==> src/rtl/pipe_stage_reg.sv <==
// Elastic pipeline register with a two-entry skid buffer and a registered in_ready.
// The main register always drives out_data; the skid register catches the beat that
// arrives while downstream stalls and in_ready has not yet dropped.
module pipe_stage_reg #(
  parameter int               WIDTH     = 32,
  parameter logic [WIDTH-1:0] RESET_VAL = '0
) (
  input  logic             clk,
  input  logic             rst,
  input  logic             flush,
  input  logic             in_valid,
  output logic             in_ready,
  input  logic [WIDTH-1:0] in_data,
  output logic             out_valid,
  input  logic             out_ready,
  output logic [WIDTH-1:0] out_data,
  output logic [1:0]       count
);

  typedef enum logic [1:0] {
    EMPTY = 2'd0,
    BUSY  = 2'd1,
    FULL  = 2'd2
  } state_e;

  state_e           state_q, state_d;
  logic [WIDTH-1:0] main_q, main_d;
  logic [WIDTH-1:0] skid_q, skid_d;
  logic             in_ready_q;
  logic             accept;
  logic             emit;

  assign out_valid = (state_q != EMPTY);
  assign in_ready  = in_ready_q;
  assign out_data  = main_q;
  assign count     = state_q;
  assign accept    = in_valid & in_ready_q;
  assign emit      = out_valid & out_ready;

  always_comb begin
    state_d = state_q;
    main_d  = main_q;
    skid_d  = skid_q;
    unique case (state_q)
      EMPTY: begin
        if (accept) begin
          state_d = BUSY;
          main_d  = in_data;
        end
      end
      BUSY: begin
        unique case ({accept, emit})
          2'b10: begin
            state_d = FULL;
            skid_d  = in_data;
          end
          2'b01: state_d = EMPTY;
          2'b11: main_d = in_data;
          default: ;
        endcase
      end
      FULL: begin
        if (emit) begin
          state_d = BUSY;
          main_d  = skid_q;
        end
      end
      default: state_d = EMPTY;
    endcase
    // A flush discards everything, including a beat transferred on this same edge.
    if (flush) begin
      state_d = EMPTY;
      main_d  = RESET_VAL;
      skid_d  = RESET_VAL;
    end
  end

  // in_ready is precomputed from the next state so it never depends on out_ready.
  always_ff @(posedge clk) begin
    if (rst) begin
      state_q    <= EMPTY;
      main_q     <= RESET_VAL;
      skid_q     <= RESET_VAL;
      in_ready_q <= 1'b1;
    end else begin
      state_q    <= state_d;
      main_q     <= main_d;
      skid_q     <= skid_d;
      in_ready_q <= (state_d != FULL);
    end
  end

endmodule
==> config.mk <==
export PLATFORM = sky130hd
export DESIGN_NAME = pipe_stage_reg
export DESIGN_NICKNAME = d
export VERILOG_FILES = /design/src/rtl/pipe_stage_reg.sv
export SDC_FILE = /design/constraint.sdc
export NUM_CORES = 1
export LEC_CHECK = 0
export ABC_CLOCK_PERIOD_IN_PS = 2350
export CAP_MARGIN = 15
export CORE_AREA = 2 2 90 92
export DETAILED_ROUTE_END_ITERATION = 10
export DIE_AREA = 0 0 92 94
export PLACE_DENSITY_LB_ADDON = 0.08
export SLEW_MARGIN = 5
export SYNTH_ARGS = -nofsm -noshare
export SYNTH_HDL_FRONTEND = slang
export SYNTH_SLANG_ARGS = --single-unit
==> constraint.sdc <==
create_clock -name clk -period 2.35 [get_ports clk]
set_input_delay 0.705 -clock clk [delete_from_list [all_inputs] [get_ports clk]]
set_output_delay 0.705 -clock clk [all_outputs]
set_load 0.03 [all_outputs]
==> summary.txt, run 1 <==
STA
  • Fmax: ~440 MHz
  • RSZ-0062 raised after global routing: no
  • Least-Margin Pin Slew: approximately 0.45 ns
  • Worst Skew: 0.00909 ns
  • Min cycle time layout: ~2.2 ns
  • Hold Violations, Final: 0
  • Final period util: around 96%
  • Final setup violation count: 0
  • Slew headroom: 69.7%
  • Slew Limit Fails: 0
  • Final Hold Slack: 0.454 ns

Job
  • Max Cap Violations: 0

Synthesis
  • Synthesized instance count: approximately 320
  • Simple-gate share of the synthesized area: 18.1%
  • Post-Synth XOR/XNOR Area: 0%
  • FF+latch count, synth: 67
  • Synth Area in Adders: less than 1%
  • Distinct cell type count after synthesis: 24
  • Syn_area_per_cell: 9.41 µm²
  • Sequential-to-total area share from yosys stat: about 45%
  • Post-Syn Area: a little under 3000 µm²
  • Synth Warn #: 0
  • Post-synthesis mux area share: a little over a tenth
  • Syn Nets: roughly 350
  • Largest family of logic cells by synthesized area: compound AO/OA/AOI/OAI gates
  • Compound-cell area share of the yosys netlist: between 10% and 20%

Critical path
  • Critical setup path kind: flip-flop to output port
  • CP Launch Type: flip-flop
  • Slowest CP cell: clkdlybuf4s50_1
  • Worst-path cell chain: or2_2, clkdlybuf4s50_1
  • CP bufs+invs: 1
  • R2R cell count: 8
  • RR Startpoint: count[0]$_SDFF_PP0_
  • CP top delay family: buffers and inverters
  • Worst-path fanout max: 2
  • Reg-to-Reg End: out_data[1]$_SDFFE_PP0P_
  • Slowest cell delay on critical path: roughly 0.60 ns
  • Crit. End Element: output port
  • FF-to-FF setup slack: around 0.42 ns
  • Worst EP arrival: between 1.5 and 2 ns
  • Crit path required time: approximately 1.6 ns

Placement
  • Inst Count DP: 472
  • Detailed-placement wirelength estimate: 4750 µm
  • Dpl cell area: between 3000 and 4000 µm²
  • Final GP Congestion: roughly 0.70
  • IO Port Bufs: slightly above 70

Floorplan
  • Starting Density: around two fifths
  • Core ar.: 7610 µm²
  • Die Wd: ~92 µm
  • I/O pin count: 73
  • Row cnt: 32
  • Die Ht: between 90 and 100 µm
  • Die footprint: between 8000 and 9000 µm²

Drt
  • Final wirelength: around 7400 µm
  • Via density: 5.06
  • Wire per inst: 15.2 µm
  • Via count: approximately 2500
  • First drt pass iteration count: 4
  • 1st-iter DRT viols: 80
  • Detail Route Antenna Nets: 0
  • Residual DRC: 0

Power and ir drop
  • Overall Power: 2620 µW
  • Pwr Density: 647 nW/µm²
  • Maximum VDD drop: roughly 0.00038 V
  • Leak: about 0.0016 µW

Worst hold path
  • Hold Path Sink: skid_q[10]$_SDFFE_PP0P_
  • Worst Hold Depth: 2
  • Origin of the worst min-delay path: skid_q[10]$_SDFFE_PP0P_
  • Min-Delay Path Class: flip-flop to flip-flop

Global route
  • Initial antenna violation count: 0
  • Gr ovfl total: 0
  • Vias in the first global route: between 2000 and 2500
  • First-pass GRT wire length: between 10000 and 15000 µm
  • Gr usage total: ~18%
  • Largest net degree at the start of global routing: 66

Run status
  • Status: finished clean

Finish
  • Filler cells: 719
  • Layout Utilization: 53.3%
  • Seq. cell area: 1340 µm²
  • Multi-input logic area: ~1500 µm²
  • Layout cells sized above 1: 17.4%
  • Final instance area: ~4100 µm²
  • Layout net count: 420
  • Area Growth Syn to Fin: 36.7%
  • Fin cells: around 500
  • # diodes: 0

Clock network
  • Clock Sinks: 67
  • CTS Buf Count: 9
  • Clock transition at path regs: 0.08 ns
  • H-tree levels: 3
  • Clock root buffer: clkbuf_8
  • CTS tree: built
  • Clock latency on the worst-skew pair: around 0.34 ns
  • Post-CTS Setup Inserts: 0
  • Clock Tree Buf Depth: 2
## flip-flops by register name (all words and copies together), names as in the netlist
signal    count
in_ready      1
skid_q       32
count         2
out_data     32
## metrics by stage
step / setup TNS [ns] / setup WS, ns
finish: 0 / 0.101
global placement: -7.24 / -0.248
global route: 0 / 0.0564
floorplan: 0 / 0.0546
detailed placement: -7.69 / -0.292
CTS: 0 / 0.0708
## kinds of logic (layout without fill, tap and decap cells)
logic type | count (synthesis) | in the layout
adders and majority gates | 2 | 2
muxes | 32 | 32
and+or+nand+nor | 111 | 111
buffers and inverters | 36 | 107
DFF | 67 | 67
AOI/OAI and AO/OA | 67 | 67
## how the worst max path moves through the flow
stage	start	endpoint	slack (ns)	cells past startpoint
after CTS	in_valid	out_data[1]$_SDFFE_PP0P_	0.07	7
after detailed placement	in_valid	out_data[1]$_SDFFE_PP0P_	-0.29	7
after global placement	in_valid	out_data[1]$_SDFFE_PP0P_	-0.25	7
final	count[0]$_SDFF_PP0_	out_valid	0.10	2
after global routing	count[0]$_SDFF_PP0_	out_valid	0.06	2
after floorplan	count[0]$_SDFF_PP0_	out_data[10]$_SDFFE_PP0P_	0.05	10
## layout by cell type, fill, tap and decap left out, drive strengths merged, types with 3 or more instances in the layout
| cell type | instances |
|---|---|
| nor4 | 32 |
| mux2i | 32 |
| and3b | 3 |
| a21oi | 32 |
| buf | 17 |
| nor2 | 4 |
| dfxtp | 67 |
| nand2 | 65 |
| a211oi | 32 |
| clkinv | 5 |
| clkdlybuf4s50 | 72 |
| clkbuf | 9 |
## metal layers
| metal | GRT usage, % | vias to the layer above | wire [µm] |
|---|---|---|---|
| met5 | 0 | - | 0 |
| met4 | 4.85 | 0 | 74 |
| met3 | 5.94 | 10 | 344 |
| met2 | 27.9 | 54 | 3400 |
| met1 | 23.3 | 1146 | 3600 |
| li1 | - | 1257 | - |
## power breakdown
group / internal (µW) / switching (µW)
Clock: 595 / 447
Sequential: 1170 / 18.8
Combinational: 185 / 209
Total: 1950 / 674
## synthesized netlist by cell type (all sizes together)
master	count	area share, %
and4bb	1	0.42
ha	2	0.84
a311oi	1	0.30
inv	2	0.25
nor2	4	0.51
clkbuf	25	3.2
o21a	1	0.25
o21ai	1	0.17
nand3b	1	0.25
dfxtp	67	45
nor4	32	6.8
and3b	3	0.89
mux2i	32	11
nand2	65	8.2
a21oi	32	5.4
or2	2	0.42
a211oi	32	13
and2	1	0.21
or3	1	0.21
nand2b	1	0.21
buf	9	2.3
## cell type report
cell class	count	share of cell area (%)
Clock inverter	7	2.28
Tap cell	102	3.15
Timing Repair Buffer	89	22.2
Multi-Input combinational cell	212	36.1
Inverter	2	0.185
Clock buffer	9	3.06
Sequential cell	67	33.1
## worst min-delay path, stage by stage (launching register included)
cell and delay [ns]:
dfxtp_1 0.31, nand2_1 0.05, a21oi_1 0.05
## what timing repair did
action | in CTS | in global routing
gates resized for setup | 0 | 1
setup endpoints to repair | 0 | 1
hold buffers | 0 | 0
hold endpoints to repair | 0 | 0
Note: power is estimated with default switching activity, not from simulation.
==> run 2: changes to the inputs <==
Settings changed: CORE_AREA 2 2 90 92 to 2 2 125 66, DIE_AREA 0 0 92 94 to 0 0 127 68.
==> run 2 against run 1 <==
Combinational power about the same. Maximum frequency down 1.5%. Design area up 1.5%. Register-to-register slack worse by 0.12 ns. Non-clock buffer count down 2. Global-route usage up 1.5 points. Sequential share of layout area down 0.49 points. Count of clock-buffer cells in the layout up 1. Routed wire length up 7.5%. Setup slack worse by 0.035 ns. Die area down 0.14%. Core utilization up 0.47 points. Critical path type is now input pin to flip-flop. Largest cell class unchanged. Largest power group is now clock.
==> summary.txt, run 2 (synthesis results as in run 1) <==
Run status
  • Status: finished clean

Clock network
  • Clock Sinks: between 60 and 70
  • CTS tree: built
  • CTS Buf Count: 9
  • Clock root buffer: clkbuf_16
  • H-tree levels: 3
  • Clock Tree Buf Depth: 2
  • Clock latency on the worst-skew pair: 0.33 ns
  • Clock transition at path regs: 0.05 ns

Finish
  • Most frequent cells in the layout: clkdlybuf4s50_1, dfxtp_1, nand2_1
  • Layout cells sized above 1: around 17%
  • Fin cells: 484
  • Layout net count: between 400 and 500
  • # diodes: 0
  • Most common cell after layout, fill and taps aside: clkdlybuf4s50_1
  • Area Growth Syn to Fin: 38.7%

STA
  • Final setup violation count: 0
  • Total Neg Setup Slack: 0 ns
  • Min cycle time layout: approximately 2.3 ns
  • Fmax: 438 MHz
  • Least-Margin Pin Slew: 0.396 ns
  • Hold Violations, Final: 0
  • Slew Limit Fails: 0
  • Final period util: between 90% and 100%
  • Slew headroom: 73.6%
  • Final Hold Slack: approximately 0.45 ns
  • RSZ-0062 raised after global routing: yes
  • Worst Skew: between 0.004 and 0.005 ns

Job
  • Max Cap Violations: 0

Floorplan
  • Core ar.: approximately 7700 µm²
  • I/O pin count: 73
  • Row cnt: 23
  • Die footprint: approximately 8600 µm²
  • Die Ht: 68 µm
  • Starting Density: between 30% and 40%
  • Die Wd: between 100 and 150 µm

Critical path
  • Slowest cell delay on critical path: about 0.44 ns
  • Worst Setup SP: in_valid
  • FF-to-FF setup slack: roughly 0.30 ns
  • Worst-path fanout max: 11
  • Worst EP arrival: between 2 and 3 ns
  • Slowest CP cell: or3_2
  • Critical setup path kind: input pin to flip-flop
  • Crit path required time: about 2.6 ns
  • R2R cell count: 8
  • Crit. End Element: flip-flop
  • CP Launch Type: input pin
  • Worst-path cell chain: clkdlybuf4s50_1, and2_1, ha_1, and3b_1, or3_2, buf_4, a211oi_2
  • Setup crit end: out_data[3]$_SDFFE_PP0P_
  • RR Startpoint: count[0]$_SDFF_PP0_
  • Reg-to-Reg End: out_data[3]$_SDFFE_PP0P_

Drt
  • 1st-iter DRT viols: ~150
  • Wire per inst: approximately 16 µm
  • Final wirelength: 7980 µm
  • Via count: between 2000 and 3000
  • Via density: about 5.2
  • Residual DRC: 0
  • Detail Route Antenna Nets: 0
  • First drt pass iteration count: 4

Power and ir drop
  • Seq pwr share: between 40% and 50%
  • Psw: 722 µW
  • Gate power share: 13.6%
  • Pwr Density: just over 700 nW/µm²
  • Leak: 0.00161 µW
  • Sw frac: approximately a quarter
  • Maximum VDD drop: ~0.0004 V
  • Clock power share: 45.6%
  • Int Power: 2190 µW

Placement
  • Final GP Congestion: ~0.77
  • Detailed-placement wirelength estimate: 4920 µm
  • IO Port Bufs: 72
  • Inst Count DP: 468

Global route
  • Initial antenna violation count: 0
  • First-pass GRT wire length: between 10000 and 15000 µm
  • Gr usage total: 19.2%
  • Vias in the first global route: approximately 2300
  • Gr ovfl total: 0
  • Largest net degree at the start of global routing: 66

Worst hold path
  • Min-Delay Path Class: flip-flop to flip-flop
-- run 2: metrics by stage --
step	cell area [µm²]	worst slack, ns	util, %	power, µW
after floorplan	2970	0.0546	-	1440
after global placement	3810	-0.248	49.8	1600
after detailed placement	3810	-0.254	49.8	1610
after CTS	4110	0.0743	53.7	2950
after global routing	4110	-0.0322	53.7	3030
final	4110	0.0660	53.7	2910
-- run 2: critical path, delay by kind of cell --
kind                       cells  cell delay, ns
AOI/OAI and AO/OA              1            0.20
adders and majority gates      1            0.18
buffers and inverters          2            0.64
and+or+nand+nor                3            0.81
-- run 2: repair_timing --
action                     in CTS  in global routing
hold buffers                    0                  0
resized for setup               0                  1
setup endpoints to repair       0                 13
buffers inserted                0                  0
-- run 2: final cells by class --
class | count | area, µm²
Sequential cell | 67 | 1340
Clock inverter | 6 | 55.1
Inverter | 2 | 7.51
Clock buffer | 10 | 239
Tap cell | 100 | 125
Multi-Input combinational cell | 212 | 1460
Fill cell | 703 | 3540
Timing Repair Buffer | 87 | 883
-- run 2: how the worst min path moves through the flow --
stage / from / to / slack, ns / cells past startpoint
floorplan: skid_q[0]$_SDFFE_PP0P_ / skid_q[0]$_SDFFE_PP0P_ / 0.44 / 2
global route: skid_q[23]$_SDFFE_PP0P_ / skid_q[23]$_SDFFE_PP0P_ / 0.46 / 2
CTS: skid_q[8]$_SDFFE_PP0P_ / skid_q[8]$_SDFFE_PP0P_ / 0.45 / 2
global placement: skid_q[8]$_SDFFE_PP0P_ / skid_q[8]$_SDFFE_PP0P_ / 0.44 / 2
detailed placement: skid_q[8]$_SDFFE_PP0P_ / skid_q[8]$_SDFFE_PP0P_ / 0.45 / 2
finish: skid_q[8]$_SDFFE_PP0P_ / skid_q[8]$_SDFFE_PP0P_ / 0.45 / 2
-- run 2: power by group through the flow --
stage / registers, µW / logic (µW) / clock network [µW]
CTS: 1190 / 397 / 1360
global placement: 1210 / 391 / 0
global route: 1190 / 425 / 1410
finish: 1190 / 396 / 1330
floorplan: 1260 / 174 / 0
detailed placement: 1210 / 395 / 0
-- run 2: metal layers --
layer,vias up,global-route usage [%],share of wire (%)
li1,1263,-,-
met1,1178,27.3,51
met2,69,27.1,41
met3,4,6.49,6.2
met4,0,6.59,0.88
met5,-,0,0
==> run 3: changes to the inputs <==
Settings changed: PLACE_DENSITY set to 0.74, PLACE_DENSITY_LB_ADDON 0.08 to not set, SLEW_MARGIN 5 to not set.
==> run 3 against run 2 <==
Count of clock-buffer cells in the layout up 1. Setup slack improved by 0.051 ns. Sequential cell count unchanged. Non-clock buffer count increased by 3. Die area is the same.
==> summary.txt, run 3 (synthesis results as in run 1) <==
Global route
  • Initial antenna violation count: 0
  • Gr ovfl total: 0
  • First-pass GRT wire length: 13000 µm
  • Vias in the first global route: roughly 2600
  • Largest net degree at the start of global routing: between 40 and 50
  • Gr usage total: 19.8%

STA
  • Final setup violation count: 0
  • Worst Skew: just over 0.003 ns
  • Final Hold Slack: between 0.4 and 0.5 ns
  • Slew Limit Fails: 0
  • Final period util: ~95%
  • Slew headroom: around two thirds
  • Min cycle time layout: 2.23 ns
  • Final WS setup: around 0.12 ns
  • Total Neg Setup Slack: 0 ns
  • Hold Violations, Final: 0
  • Least-Margin Pin Slew: 0.487 ns
  • Fmax: 448 MHz
  • RSZ-0062 raised after global routing: no

Clock network
  • Clock transition at path regs: about 0.050 ns
  • Clock root buffer: clkbuf_16
  • CTS tree: built
  • # hold bufs at CTS: 0
  • Cts repair resizes: 0
  • Clock Sinks: 67
  • H-tree levels: 3
  • Clock Tree Buf Depth: 2
  • Post-CTS Setup Inserts: 0
  • CTS Buf Count: 9
  • Clock latency on the worst-skew pair: between 0.3 and 0.4 ns

Finish
  • Layout cells sized above 1: between 10% and 20%
  • Seq. cell area: 1340 µm²
  • Layout net count: 421
  • Multi-input logic area: approximately 1500 µm²
  • Fin cells: just under 500
  • Most frequent cells in the layout: clkdlybuf4s50_1, dfxtp_1, nand2_1
  • Filler cells: about 660
  • # diodes: 0
  • Most common cell after layout, fill and taps aside: clkdlybuf4s50_1
  • Area Growth Syn to Fin: 40.1%

Floorplan
  • I/O pin count: 73
  • Starting Density: 38.7%
  • Die footprint: about 8600 µm²
  • Die Ht: just under 70 µm
  • Core ar.: around 7700 µm²
  • Die Wd: around 130 µm
  • Row cnt: 23

Run status
  • Status: finished clean

Critical path
  • Worst-path fanout max: 2
  • R2R cell count: 8
  • CP top delay family: buffers and inverters
  • Reg-to-Reg End: out_data[7]$_SDFFE_PP0P_
  • Slowest CP cell: clkdlybuf4s50_1
  • CP bufs+invs: 1
  • RR Startpoint: count[0]$_SDFF_PP0_
  • Worst-path cell chain: or2_2, clkdlybuf4s50_1
  • Crit path required time: roughly 1.6 ns
  • Slowest cell delay on critical path: 0.60 ns
  • FF-to-FF setup slack: approximately 0.39 ns
  • Worst EP arrival: approximately 1.5 ns
  • Crit. End Element: output port
  • Critical setup path kind: flip-flop to output port
  • CP Launch Type: flip-flop

Drt
  • Via count: roughly 2600
  • Via density: approximately 5.3
  • 1st-iter DRT viols: 186
  • Detail Route Antenna Nets: 0
  • First drt pass iteration count: 4
  • Final wirelength: 8200 µm
  • Residual DRC: 0
  • Wire per inst: between 15 and 20 µm

Placement
  • Detailed-placement wirelength estimate: between 5000 and 6000 µm
  • IO Port Bufs: 72
  • Final GP Congestion: between 0.7 and 0.8
  • Pre-CTS setup slack: -0.280 ns
  • Inst Count DP: 470

Worst hold path
  • Worst Hold Depth: 2
  • Origin of the worst min-delay path: skid_q[27]$_SDFFE_PP0P_
  • Min-Delay Path Class: flip-flop to flip-flop
  • Hold Path Sink: skid_q[27]$_SDFFE_PP0P_

Power and ir drop
  • Pwr Density: about 680 nW/µm²
  • Maximum VDD drop: roughly 0.00032 V
  • Leak: about 0.0016 µW

Job
  • Max Cap Violations: 0
## run 3: worst max-delay path by stage
stage,to,from,cells after the start,slack (ns)
floorplan,out_data[10]$_SDFFE_PP0P_,count[0]$_SDFF_PP0_,10,0.05
global placement,out_data[11]$_SDFFE_PP0P_,in_valid,7,-0.22
finish,out_valid,count[0]$_SDFF_PP0_,2,0.12
detailed placement,out_data[7]$_SDFFE_PP0P_,in_valid,7,-0.28
global route,out_valid,count[0]$_SDFF_PP0_,2,0.08
CTS,out_data[7]$_SDFFE_PP0P_,in_valid,7,0.06
## run 3: cell type report
type / count / share of cell area, %
Inverter: 2 / 0.181
Clock inverter: 3 / 0.361
Timing Repair Buffer: 90 / 22.9
Sequential cell: 67 / 32.3
Tap cell: 100 / 3.01
Clock buffer: 11 / 6.08
Multi-Input combinational cell: 212 / 35.2
## run 3: tightest hold or removal path, delay by kind of cell (launching register included)
family          cells  cell delay (ns)
flops               1             0.30
simple gates        1             0.05
compound gates      1             0.05
## run 3: report_power, final
group | switching (µW) | internal, µW | total [µW]
clock network | 462 | 752 | 1210
registers | 20.1 | 1170 | 1190
logic | 220 | 196 | 416
## run 3: per-stage QoR
step           total power [µW]  area (µm²)  util [%]
2_1_floorplan              1440        2970         -
4_1_cts                    2840        4120      53.9
3_3_place_gp               1610        3850      50.4
3_5_place_dp               1610        3850      50.4
6_report                   2820        4160      54.3
5_1_grt                    2920        4160      54.3
## run 3: metal layers
metal  vias up  global-route usage, %  part of all wire (%)
met2        80                   31.5                    43
li1       1265                      -                     -
met1      1234                   25.9                    50
met5         -                      0                     0
met3         7                   5.24                   5.7
met4         0                   8.24                  0.73
